===== src/rtl/dmem_arbiter.sv =====
// rtl/dmem_arbiter.sv - data memory init sweep plus cpu/dbg arbiter with range checks
// Optional statistics counters are built when DMEM_ARB_STATS_EN is defined.
module dmem_arbiter #(
  parameter int DEPTH    = 32,
  parameter int MAX_WAIT = 4
) (
  input  logic        clk,
  input  logic        reset,
  input  logic        cpu_req,
  input  logic        cpu_we,
  input  logic [63:0] cpu_addr,
  input  logic [63:0] cpu_wdata,
  output logic [63:0] cpu_rdata,
  output logic        cpu_gnt,
  output logic        cpu_stall,
  input  logic        dbg_req,
  input  logic        dbg_we,
  input  logic [63:0] dbg_addr,
  input  logic [63:0] dbg_wdata,
  output logic [63:0] dbg_rdata,
  output logic        dbg_gnt,
  output logic [63:0] mem_addr,
  output logic [63:0] mem_wdata,
  output logic        mem_write,
  output logic        mem_read,
  input  logic [63:0] mem_rdata,
  output logic        init_busy,
  output logic        addr_err
`ifdef DMEM_ARB_STATS_EN
  ,
  output logic [31:0] stat_cpu_grants,
  output logic [31:0] stat_dbg_grants,
  output logic [31:0] stat_stall_cycles,
  output logic [15:0] stat_forced
`endif
);

  localparam int IW = $clog2(DEPTH);

  typedef enum logic {S_INIT, S_RUN} state_t;

  state_t        r_state;
  state_t        w_state_nxt;
  logic [IW-1:0] r_init_idx;
  logic [3:0]    r_wait_cnt;
  logic          r_addr_err;

  logic          w_force;
  logic          w_we;
  logic [63:0]   w_addr;
  logic [63:0]   w_wdata;
  logic [63:0]   w_rdata;
  logic          w_in_range;

  always_ff @(posedge clk) begin
    if (reset) begin
      r_state    <= S_INIT;
      r_init_idx <= '0;
      r_wait_cnt <= '0;
      r_addr_err <= 1'b0;
    end else begin
      r_state    <= w_state_nxt;
      r_addr_err <= (cpu_gnt | dbg_gnt) & ~w_in_range;
      if (r_state == S_INIT) begin
        r_init_idx <= r_init_idx + 1'b1;
      end else if (dbg_gnt || !dbg_req) begin
        r_wait_cnt <= '0;
      end else if (r_wait_cnt < 4'(MAX_WAIT)) begin
        r_wait_cnt <= r_wait_cnt + 1'b1;
      end
    end
  end

  always_comb begin
    w_state_nxt = r_state;
    init_busy   = 1'b0;
    cpu_gnt     = 1'b0;
    dbg_gnt     = 1'b0;
    w_force     = 1'b0;
    w_we        = 1'b0;
    w_addr      = '0;
    w_wdata     = '0;
    w_rdata     = '0;
    w_in_range  = 1'b1;
    mem_addr    = '0;
    mem_wdata   = '0;
    mem_write   = 1'b0;
    mem_read    = 1'b0;
    cpu_rdata   = '0;
    dbg_rdata   = '0;
    case (r_state)
      S_INIT: begin
        init_busy = 1'b1;
        mem_write = 1'b1;
        mem_addr  = 64'({r_init_idx, 3'b000});
        mem_wdata = 64'(r_init_idx);
        if (r_init_idx == IW'(DEPTH - 1)) w_state_nxt = S_RUN;
      end
      default: begin
        // A dbg port denied MAX_WAIT cycles in a row overrides the cpu once.
        w_force = dbg_req && (r_wait_cnt == 4'(MAX_WAIT));
        if (w_force)      dbg_gnt = 1'b1;
        else if (cpu_req) cpu_gnt = 1'b1;
        else if (dbg_req) dbg_gnt = 1'b1;

        if (cpu_gnt) begin
          w_we    = cpu_we;
          w_addr  = cpu_addr;
          w_wdata = cpu_wdata;
        end else if (dbg_gnt) begin
          w_we    = dbg_we;
          w_addr  = dbg_addr;
          w_wdata = dbg_wdata;
        end
        w_in_range = (w_addr >> (IW + 3)) == 64'd0;

        if (cpu_gnt || dbg_gnt) begin
          mem_addr  = w_addr;
          mem_wdata = w_wdata;
          mem_write = w_we & w_in_range;
          mem_read  = ~w_we;
          if (!w_we && w_in_range) w_rdata = mem_rdata;
        end
        if (cpu_gnt) cpu_rdata = w_rdata;
        if (dbg_gnt) dbg_rdata = w_rdata;
      end
    endcase
  end

  assign cpu_stall = cpu_req & ~cpu_gnt;
  assign addr_err  = r_addr_err;

`ifdef DMEM_ARB_STATS_EN
  logic [31:0] r_stat_cpu;
  logic [31:0] r_stat_dbg;
  logic [31:0] r_stat_stall;
  logic [15:0] r_stat_forced;

  always_ff @(posedge clk) begin
    if (reset) begin
      r_stat_cpu    <= '0;
      r_stat_dbg    <= '0;
      r_stat_stall  <= '0;
      r_stat_forced <= '0;
    end else if (r_state == S_RUN) begin
      if (cpu_gnt && ~&r_stat_cpu)      r_stat_cpu    <= r_stat_cpu + 1'b1;
      if (dbg_gnt && ~&r_stat_dbg)      r_stat_dbg    <= r_stat_dbg + 1'b1;
      if (cpu_stall && ~&r_stat_stall)  r_stat_stall  <= r_stat_stall + 1'b1;
      if (w_force && ~&r_stat_forced)   r_stat_forced <= r_stat_forced + 1'b1;
    end
  end

  assign stat_cpu_grants   = r_stat_cpu;
  assign stat_dbg_grants   = r_stat_dbg;
  assign stat_stall_cycles = r_stat_stall;
  assign stat_forced       = r_stat_forced;
`endif

endmodule


===== config.mk =====
export PLATFORM = sky130hd
export DESIGN_NAME = dmem_arbiter
export DESIGN_NICKNAME = d
export VERILOG_FILES = /design/src/rtl/dmem_arbiter.sv
export SDC_FILE = /design/constraint.sdc
export NUM_CORES = 1
export LEC_CHECK = 0
export BUFFER_PORTS_ARGS = -buffer_cell sky130_fd_sc_hd__buf_2
export CAP_MARGIN = 15
export CORE_AREA = 2 2 228 230
export CTS_CLUSTER_DIAMETER = 150
export CTS_CLUSTER_SIZE = 20
export DETAILED_ROUTE_END_ITERATION = 7
export DIE_AREA = 0 0 230 232
export GPL_ROUTABILITY_DRIVEN = 0
export HOLD_SLACK_MARGIN = 0.02
export PLACE_DENSITY = 0.36
export SLEW_MARGIN = 20
export SYNTH_ARGS = -nofsm -noshare
export SYNTH_HDL_FRONTEND = slang
export SYNTH_SLANG_ARGS = --single-unit

===== constraint.sdc =====
create_clock -name clk -period 2.15 [get_ports clk]
set_input_delay 0.1075 -clock clk [delete_from_list [all_inputs] [get_ports clk]]
set_output_delay 0.1075 -clock clk [all_outputs]
set_load 0.005 [all_outputs]

==> results of run 1 <==
## sequential cells by signal, indices dropped and copies added (netlist names)
| name | flops |
|---|---|
| addr_err | 1 |
| r_init_idx | 5 |
| r_state | 1 |
| r_wait_cnt | 4 |
## how the worst max path moves through the flow
stage | endpoint | slack [ns] | depth (start not counted)
finish | cpu_rdata[32] | -0.24 | 11
global route | cpu_rdata[32] | -0.35 | 10
CTS | cpu_rdata[59] | -0.35 | 11
detailed placement | mem_write | -0.81 | 9
global placement | mem_write | -1.12 | 8
floorplan | dbg_rdata[10] | 0.22 | 10
## worst max-delay path: cells and delay by family
| family | cells | cell delay, ns |
|---|---|---|
| buffers and inverters | 6 | 0.80 |
| AND/OR/NAND/NOR | 5 | 1.35 |
## Yosys cell counts (all sizes together)
master,count
a211oi,1
a221o,1
nand2b,2
a221oi,1
nand4b,2
xnor2,1
nand3,2
a22oi,130
nor3,2
ha,4
a31oi,1
nand4,6
a21oi,2
or3,1
nor2,129
clkbuf,53
clkinv,1
dfxtp,11
inv,3
nand2,8
buf,5
nor4,28
and3,3
and2,130
o21ai,13
xor2,2
nor2b,5
or4,2
mux2i,3
## power breakdown
part	switching, mW	internal [mW]
clock network	0.0838	0.248
logic	0.481	0.476
registers	0.00575	0.210
## cell families after synthesis
group	count (synthesis)
flip-flops	11
adder cells (fa/ha/maj)	4
buffers and inverters	62
AND/OR/NAND/NOR	320
AO/OA/AOI/OAI	149
XOR/XNOR	3
multiplexers	3
## per-layer routing
metal	global-route usage (%)	up-vias
met2	31.9	445
met3	1.35	66
met4	1.17	4
li1	-	3254
met5	0	-
met1	16.1	3448
## placed cells by master, fill, tap and decap left out, drive strengths merged, types with 2 or more instances in the layout
master  synthesis  final
nand4           6      6
or4             2      2
a22oi         130    130
a21oi           2      2
nand3           2      2
dfxtp          11     11
nor3            2      2
ha              4      4
nor2b           5      5
buf             5    677
nor4           28     28
and3            3      3
o21ai          13     13
and2          130    130
nand2           8      8
nor2          129    129
nand2b          2      2
inv             3      3
bufbuf          0      3
xor2            2      2
clkbuf         53      7
mux2i           3      3
nand4b          2      2
## per-stage QoR
| stage | total power [mW] | hold WS, ns | cells |
|---|---|---|---|
| after floorplan | 0.441 | 0.325 | 552 |
| after global placement | 0.999 | 0.433 | 1825 |
| after detailed placement | 1.01 | 0.438 | 1825 |
| after CTS | 1.48 | 0.193 | 1863 |
| after global routing | 1.60 | 0.211 | 1861 |
| final | 1.50 | 0.182 | 1861 |
## what timing repair did
item                                    4_1_cts  5_1_grt
hold endpoints to repair                      0        0
gates cloned                                 17        3
pin swaps                                    63       54
resized for setup                           176      143
setup buffers                                18        6
endpoints found under the setup margin      199      222
## cell type report
cell class	instances	area [um^2]	share of cell area [%]
inverters	4	15.0	0.157
clock buffers	4	78.8	0.825
well taps	680	851	8.91
flip-flops and latches	11	221	2.32
multi-input cells	479	3530	37.0
repair buffers	683	4850	50.8
==> flow_metrics.py, run 1 <==
metrics = {
    "synth": {
        "ys_ff_latch": 11,
        "synth-xor-area-share_pct": 0.769,
        "yosysWarningCount": 0,
        "yosysSeqAreaShare_pct": 6.45,
        "synth-simple-area-share_pct": 51.6,
        "avgSynthCellArea_um2": 6.19,
        "yosysUniqueCellTypes": 37,
        "synth_top_family_by_area": "simple AND/OR/NAND/NOR gates",
        "synth_top_area_share_pct": 28.6,
        "syn-num-nets": 882,
        "synth_fa_ha_area_share_pct": 1.47,
        "yosysTopAreaCell": "a22oi_1",
        "synth_top_cells_by_area": "a22oi_1, nor2_1, and2_1, and2_2, dfxtp_1",
        "syn-cell-area_um2": 3420,
        "synth_compound_area_share_pct": 31.8,
        "synthMuxAreaShare_pct": 0.879,
        "synth_cells": 552,
    },
    "grt": {
        "grt_max_degree": 49,
        "track_usage_pct": 15.0,
        "grt_pass1_wl_mm": 56.5,
        "overflow": 0,
        "grt_pass1_vias": 7242,
        "antenna_found_initial": 19,
    },
    "finish": {
        "final_util_pct": 18.8,
        "drive_above_1_share_pct": 73.5,
        "num-nets-final": 1512,
        "syn_to_final_growth_pct": 180,
        "design_area_um2": 9550,
        "num_antenna_cells": 0,
        "fill_cells": 5760,
    },
    "sta": {
        "period_minus_slack_ns": 2.39,
        "rsz0062_at_grt": "yes",
        "skew_ns": 0.00272,
        "hold_viol": 0,
        "setup_slack_ns": -0.236,
        "finalSetupViolCount": 121,
        "relSlewSlack_pct": 69.7,
        "fin_crit_sh_pct": 111,
        "worstMarginPinSlew_ns": 0.452,
        "setup_tns_ns": -14.69,
        "drv_slew": 0,
        "fmax_mhz": 419,
    },
    "worst_hold_path": {
        "worstHoldStart": "reset",
        "hold_path_depth": 2,
        "min-delay-path-class": "in -> reg",
        "min_to": "r_init_idx[2]",
    },
    "cts": {
        "tritoncts": "yes",
        "clk-insertion-delay-late_ns": 0.23,
        "clockRootBuffer": "clkbuf_16",
        "clkSinkCount": 11,
        "clockBufferDepth": 2,
        "clkTransAtPathRegs_ns": 0.04,
        "htree_levels": 1,
        "ctsHoldBuffers": 0,
        "cts_made_buffers": 3,
    },
    "critical_path": {
        "slowest_delay_ns": 0.54,
        "cp_max_fo": 8,
        "path_class": "in -> out",
        "path_cells": "buf_2 -> nor4_4 -> buf_4 -> nand4_1 -> or4_4 -> nor3_4 -> buf_12 -> buf_12 -> buf_16 -> and2_4 -> buf_6",
        "critPathMostFrequentCell": "buf_12",
        "reg2reg_depth": 8,
        "cp-startpoint": "cpu_addr[57]",
        "critPathLaunchType": "input port",
        "reg2reg_from": "r_wait_cnt[0]",
        "cp-end-kind": "primary output",
        "worstPathRequired_ns": 2.04,
        "reg2reg_to": "addr_err",
        "crit_slowest_cell": "or4_4",
        "ff2ff_setup_slack_ns": 0.42,
        "critical_path_arrival_ns": 2.28,
    },
    "floorplanning": {
        "die_area_um2": 53400,
        "num_io_pins": 589,
        "rows": 83,
        "die_w_um": 230,
        "initial_core_util_pct": 6.71,
        "fp.dieH_um": 232,
        "core_area_um2": 50900,
    },
    "placement": {
        "dp_slack_ns": -0.813,
        "postPlaceCellArea_um2": 7600,
        "io_buffer_count": 588,
        "dp_hpwl_mm": 34.5,
    },
    "run": {
        "cap_violations": 0,
    },
    "power_and_ir_drop": {
        "ir_drop_uv": 266,
        "total_leakage_power_nw": 4.84,
        "powerDensity_nw_per_um2": 158,
    },
    "drt": {
        "wl_per_cell_um": 23.5,
        "firstDrtPassIters": 4,
        "first_iter_violations": 267,
        "drc": 0,
        "postRouteAntennaNets": 0,
        "top_layer_used": "met5",
        "wl_met1_mm": 16.2,
        "wl_met2_mm": 24.5,
        "vias": 7217,
        "wirelength_mm": 43.7,
        "vias_per_cell": 3.88,
        "dr_wl_met3_mm": 2.09,
    },
    "run_status": {
        "status": "finished with violations",
        "violations": "negative setup slack",
    },
}
Power figures use the tool's default switching activity.
==> inputs of run 2 (changes only) <==
==> constraint.sdc (replaced) <==
create_clock -name clk -period 2.15 [get_ports clk]
set_input_delay 0.43 -clock clk [delete_from_list [all_inputs] [get_ports clk]]
set_output_delay 0.43 -clock clk [all_outputs]
set_load 0.005 [all_outputs]
==> flow_metrics.py, run 2 (synthesis results as in run 1) <==
metrics = {
    "sta": {
        "worstMarginPinSlew_ns": 0.407,
        "hold_viol": 0,
        "period_minus_slack_ns": 3.11,
        "drv_slew": 0,
        "skew_ns": 0.00219,
        "relSlewSlack_pct": 72.7,
        "rsz0062_at_grt": "yes",
        "fin_crit_sh_pct": 145,
        "setup_slack_ns": -0.959,
        "finalSetupViolCount": 257,
        "fmax_mhz": 322,
    },
    "run_status": {
        "violations": "negative setup slack",
        "status": "finished with violations",
    },
    "finish": {
        "largest_reg_flops": 5,
        "syn_to_final_growth_pct": 231,
        "final_cell_mix": "buf_2, a22oi_2, buf_4",
        "num-nets-final": 1606,
        "seq_area_um2": 223,
        "drive_above_1_share_pct": 84.2,
        "reg.largest.list": "r_init_idx: 5 flops, r_wait_cnt: 4 flops",
        "regMostFlops": "r_init_idx",
        "multi_input_area_um2": 4070,
        "fill_cells": 5671,
        "final-instance-count-excl-fill": 1959,
        "final_common_cell": "buf_2",
    },
    "cts": {
        "htree_levels": 1,
        "clkTransAtPathRegs_ns": 0.04,
        "clkSinkCount": 11,
        "clockBufferDepth": 2,
        "clockRootBuffer": "clkbuf_16",
        "clk-insertion-delay-late_ns": 0.24,
        "tritoncts": "yes",
        "cts_made_buffers": 3,
    },
    "critical_path": {
        "critPathLaunchType": "input port",
        "cp_max_fo": 32,
        "worstPathRequired_ns": 1.72,
        "path_class": "in -> out",
        "cp-end-kind": "primary output",
        "critical_path_arrival_ns": 2.68,
    },
    "grt": {
        "track_usage_pct": 15.5,
        "overflow": 0,
        "antenna_found_initial": 19,
        "grt_pass1_wl_mm": 58.7,
        "grt_pass1_vias": 7429,
        "grt_max_degree": 65,
    },
    "floorplanning": {
        "die_w_um": 230,
        "die_area_um2": 53400,
        "core_area_um2": 50900,
        "initial_core_util_pct": 6.71,
        "rows": 83,
        "fp.dieH_um": 232,
        "num_io_pins": 589,
    },
    "drt": {
        "drc": 0,
        "firstDrtPassIters": 4,
        "wirelength_mm": 46.8,
        "wl_per_cell_um": 23.9,
        "vias": 7508,
        "vias_per_cell": 3.83,
        "first_iter_violations": 221,
        "postRouteAntennaNets": 0,
    },
    "run": {
        "cap_violations": 0,
    },
    "power_and_ir_drop": {
        "netSwitchingPower_uw": 741,
        "combinationalPowerShare_pct": 71.2,
        "clkPwrFrac_pct": 17.7,
        "powerDensity_nw_per_um2": 173,
        "ir_drop_uv": 151,
        "switching_share_pct": 38.0,
        "total_leakage_power_nw": 5.56,
        "intPower_mw": 1.21,
        "p_seq_share_pct": 11.0,
    },
    "placement": {
        "dp_slack_ns": -1.29,
        "dp.cells": 1875,
        "dp_hpwl_mm": 34.5,
        "io_buffer_count": 588,
    },
    "worst_hold_path": {
        "min-delay-path-class": "in -> reg",
    },
}
## run 2: changes by cell type in the layout (fill, tap and decap cells not counted), moves of 19 or more
cell and delta:
a22oi_1 -103, a22oi_2 +103, and2_2 +24, and2_4 -28
buf_4 +62, buf_6 -19
## run 2: timing repair
action / CTS / global route
hold buffers: 0 / 0
gates resized for setup: 358 / 92
buffers inserted: 28 / 22
setup endpoints to repair: 259 / 259
gates cloned: 27 / 14
endpoints found under the hold margin: 0 / 0
pin swaps: 99 / 60
## run 2: layout make-up
class	instances	area share, %
timing repair buffer	777	53.6
multi-input combinational	479	36.0
tap	680	7.53
sequential	11	1.97
clock buffer	4	0.698
inverter	4	0.133
antenna	4	0.0886
## run 2: per-stage QoR
| step | hold slack [ns] | setup TNS, ns | power (mW) | instance area, um^2 | util, % |
|---|---|---|---|---|---|
| 2_1_floorplan | 0.493 | -14.85 | 0.445 | 3480 | - |
| 3_3_place_gp | 0.515 | -153.60 | 1.05 | 8000 | 15.7 |
| 3_5_place_dp | 0.521 | -151.89 | 1.06 | 8000 | 15.7 |
| 4_1_cts | 0.518 | -138.42 | 1.86 | 10600 | 20.9 |
| 5_1_grt | 0.529 | -162.58 | 2.05 | 11300 | 22.2 |
| 6_report | 0.513 | -138.31 | 1.95 | 11300 | 22.2 |
## run 2: metal layers
layer  up-vias  track usage (%)  wire [um]  share of wire [%]
met4         6             4.38       1800                3.9
met3        72             1.85       2280                4.9
met5         -                0         37              0.079
li1       3443                -          -                  -
met1      3560             16.6      17100                 37
met2       427             31.5      25600                 55
## run 2: worst max-delay path, stage by stage
cell and delay [ns]:
buf_8 0.10, nor4_4 0.37, buf_4 0.18, nand4_1 0.16, or4_4 0.60, nor3_4 0.18, buf_12 0.15, buf_16 0.17
and2_1 0.17, buf_2 0.12
## run 2: power groups by stage
| stage | clock, mW | sequential (mW) | combinational (mW) |
|---|---|---|---|
| 5_1_grt | 0.358 | 0.216 | 1.47 |
| 4_1_cts | 0.349 | 0.215 | 1.30 |
| 3_3_place_gp | 0 | 0.219 | 0.831 |
| 6_report | 0.346 | 0.215 | 1.39 |
| 3_5_place_dp | 0 | 0.219 | 0.837 |
| 2_1_floorplan | 0 | 0.218 | 0.227 |
## run 2: worst paths after layout
path,cells after the start,start,to,slack (ns)
worst max register to register,13,r_wait_cnt[0],addr_err,0.04
worst min register to register,2,r_init_idx[4],r_init_idx[4],0.55
worst max-delay path,10,cpu_addr[50],cpu_rdata[53],-0.96
worst min-delay path,2,reset,r_wait_cnt[0],0.51
==> inputs of run 3 (changes only) <==
- SKIP_LAST_GASP: default -> 1
==> flow_metrics.py, run 3 (synthesis results as in run 1) <==
metrics = {
    "finish": {
        "final_cell_mix": "buf_2, a22oi_2, nor2_1, buf_4, buf_6",
        "regMostFlops": "r_init_idx",
        "largest_reg_flops": 5,
        "syn_to_final_growth_pct": 231,
        "fill_cells": 5676,
        "final_util_pct": 22.2,
        "final_common_cell": "buf_2",
        "seq_area_um2": 223,
        "reg.largest.list": "r_init_idx: 5 flops, r_wait_cnt: 4 flops",
        "multi_input_area_um2": 4050,
        "drive_above_1_share_pct": 83.8,
        "num-nets-final": 1606,
    },
    "power_and_ir_drop": {
        "total_leakage_power_nw": 5.56,
        "ir_drop_uv": 148,
        "powerDensity_nw_per_um2": 173,
    },
    "run": {
        "cap_violations": 0,
    },
    "cts": {
        "ctsHoldBuffers": 0,
        "clk-insertion-delay-late_ns": 0.24,
        "clkTransAtPathRegs_ns": 0.04,
        "clockBufferDepth": 2,
        "htree_levels": 1,
        "clockRootBuffer": "clkbuf_16",
        "cts_made_buffers": 3,
        "clkSinkCount": 11,
        "tritoncts": "yes",
    },
    "sta": {
        "rsz0062_at_grt": "yes",
        "hold_viol": 0,
        "finalHoldWorstSlack_ns": 0.518,
        "worstMarginPinSlew_ns": 0.386,
        "fin_crit_sh_pct": 144,
        "drv_slew": 0,
        "finalSetupViolCount": 258,
        "fmax_mhz": 323,
        "relSlewSlack_pct": 74.1,
        "setup_slack_ns": -0.949,
        "skew_ns": 0.00218,
        "period_minus_slack_ns": 3.10,
    },
    "grt": {
        "grt_pass1_vias": 7375,
        "antenna_found_initial": 19,
        "globalRouteMet1Util_pct": 16.5,
        "grt_util_met2_pct": 31.1,
        "overflow": 0,
        "grt_max_degree": 65,
        "grt.busiest_layer": "met2",
        "track_usage_pct": 15.5,
        "grt_pass1_wl_mm": 58.2,
        "use_met3_pct": 1.95,
    },
    "floorplanning": {
        "die_w_um": 230,
        "die_area_um2": 53400,
        "core_area_um2": 50900,
        "fp.dieH_um": 232,
        "initial_core_util_pct": 6.71,
        "num_io_pins": 589,
        "rows": 83,
    },
    "drt": {
        "wirelength_mm": 46.9,
        "firstDrtPassIters": 4,
        "wl_per_cell_um": 24.0,
        "vias_per_cell": 3.84,
        "vias": 7530,
        "postRouteAntennaNets": 0,
        "first_iter_violations": 228,
        "drc": 0,
    },
    "placement": {
        "dp_slack_ns": -1.29,
        "dp_hpwl_mm": 34.5,
        "io_buffer_count": 588,
    },
    "critical_path": {
        "worstPathRequired_ns": 1.72,
        "cp-end-kind": "primary output",
        "critical_path_arrival_ns": 2.67,
        "cp_max_fo": 32,
        "critPathLaunchType": "input port",
        "path_class": "in -> out",
    },
    "run_status": {
        "violations": "negative setup slack",
        "status": "finished with violations",
    },
    "worst_hold_path": {
        "min-delay-path-class": "in -> reg",
    },
}
==> run 3: timing repair <==
action	in CTS	in global routing
gates resized for setup	346	90
cloned	27	13
setup endpoints to repair	259	259
buffers inserted	28	18
pin swaps	99	107
==> run 3: power breakdown <==
part	leakage (nW)	switching (mW)	internal (mW)
Clock	0.0382	0.0958	0.249
Combinational	5.44	0.642	0.757
Sequential	0.0903	0.00552	0.210
==> run 3: path summary, 6_finish.rpt <==
| kind | startpoint | end | slack, ns | cells after the start |
|---|---|---|---|---|
| max | cpu_addr[50] | cpu_rdata[53] | -0.95 | 10 |
| min | reset | r_wait_cnt[0] | 0.52 | 2 |
| max reg2reg | r_wait_cnt[0] | addr_err | -0.04 | 14 |
| min reg2reg | r_init_idx[3] | r_init_idx[3] | 0.54 | 2 |
==> run 3: cell type report <==
cell class              instances  share of cell area (%)
diodes                          4                  0.0885
well taps                     680                    7.52
multi-input cells             479                    35.8
clock buffers                   4                   0.697
inverters                       4                   0.133
repair buffers                777                    53.8
flip-flops and latches         11                    1.97
==> run 3: per-stage QoR <==
step           TNS [ns]  area [um^2]  cells  power [mW]
6_report        -136.47        11300   1959        1.96
3_3_place_gp    -153.60         8000   1875        1.05
5_1_grt         -157.92        11300   1957        2.05
2_1_floorplan    -14.85         3480    552       0.445
3_5_place_dp    -151.89         8000   1875        1.06
4_1_cts         -138.73        10600   1932        1.85
==> run 3: critical path, stage by stage <==
cell and delay, ns:
buf_8 0.10, nor4_4 0.37, buf_4 0.18, nand4_1 0.15, or4_4 0.59, nor3_4 0.18
buf_12 0.15, buf_16 0.17, and2_1 0.17, buf_2 0.12
==> run 3: per-layer routing <==
metal  routed length, um  part of all wire (%)  vias to the layer above
li1                    -                     -                     3442
met1               16700                    36                     3518
met2               25400                    54                      468
met3                2660                   5.7                       96
met4                2100                   4.5                        6
met5                  41                 0.087                        -
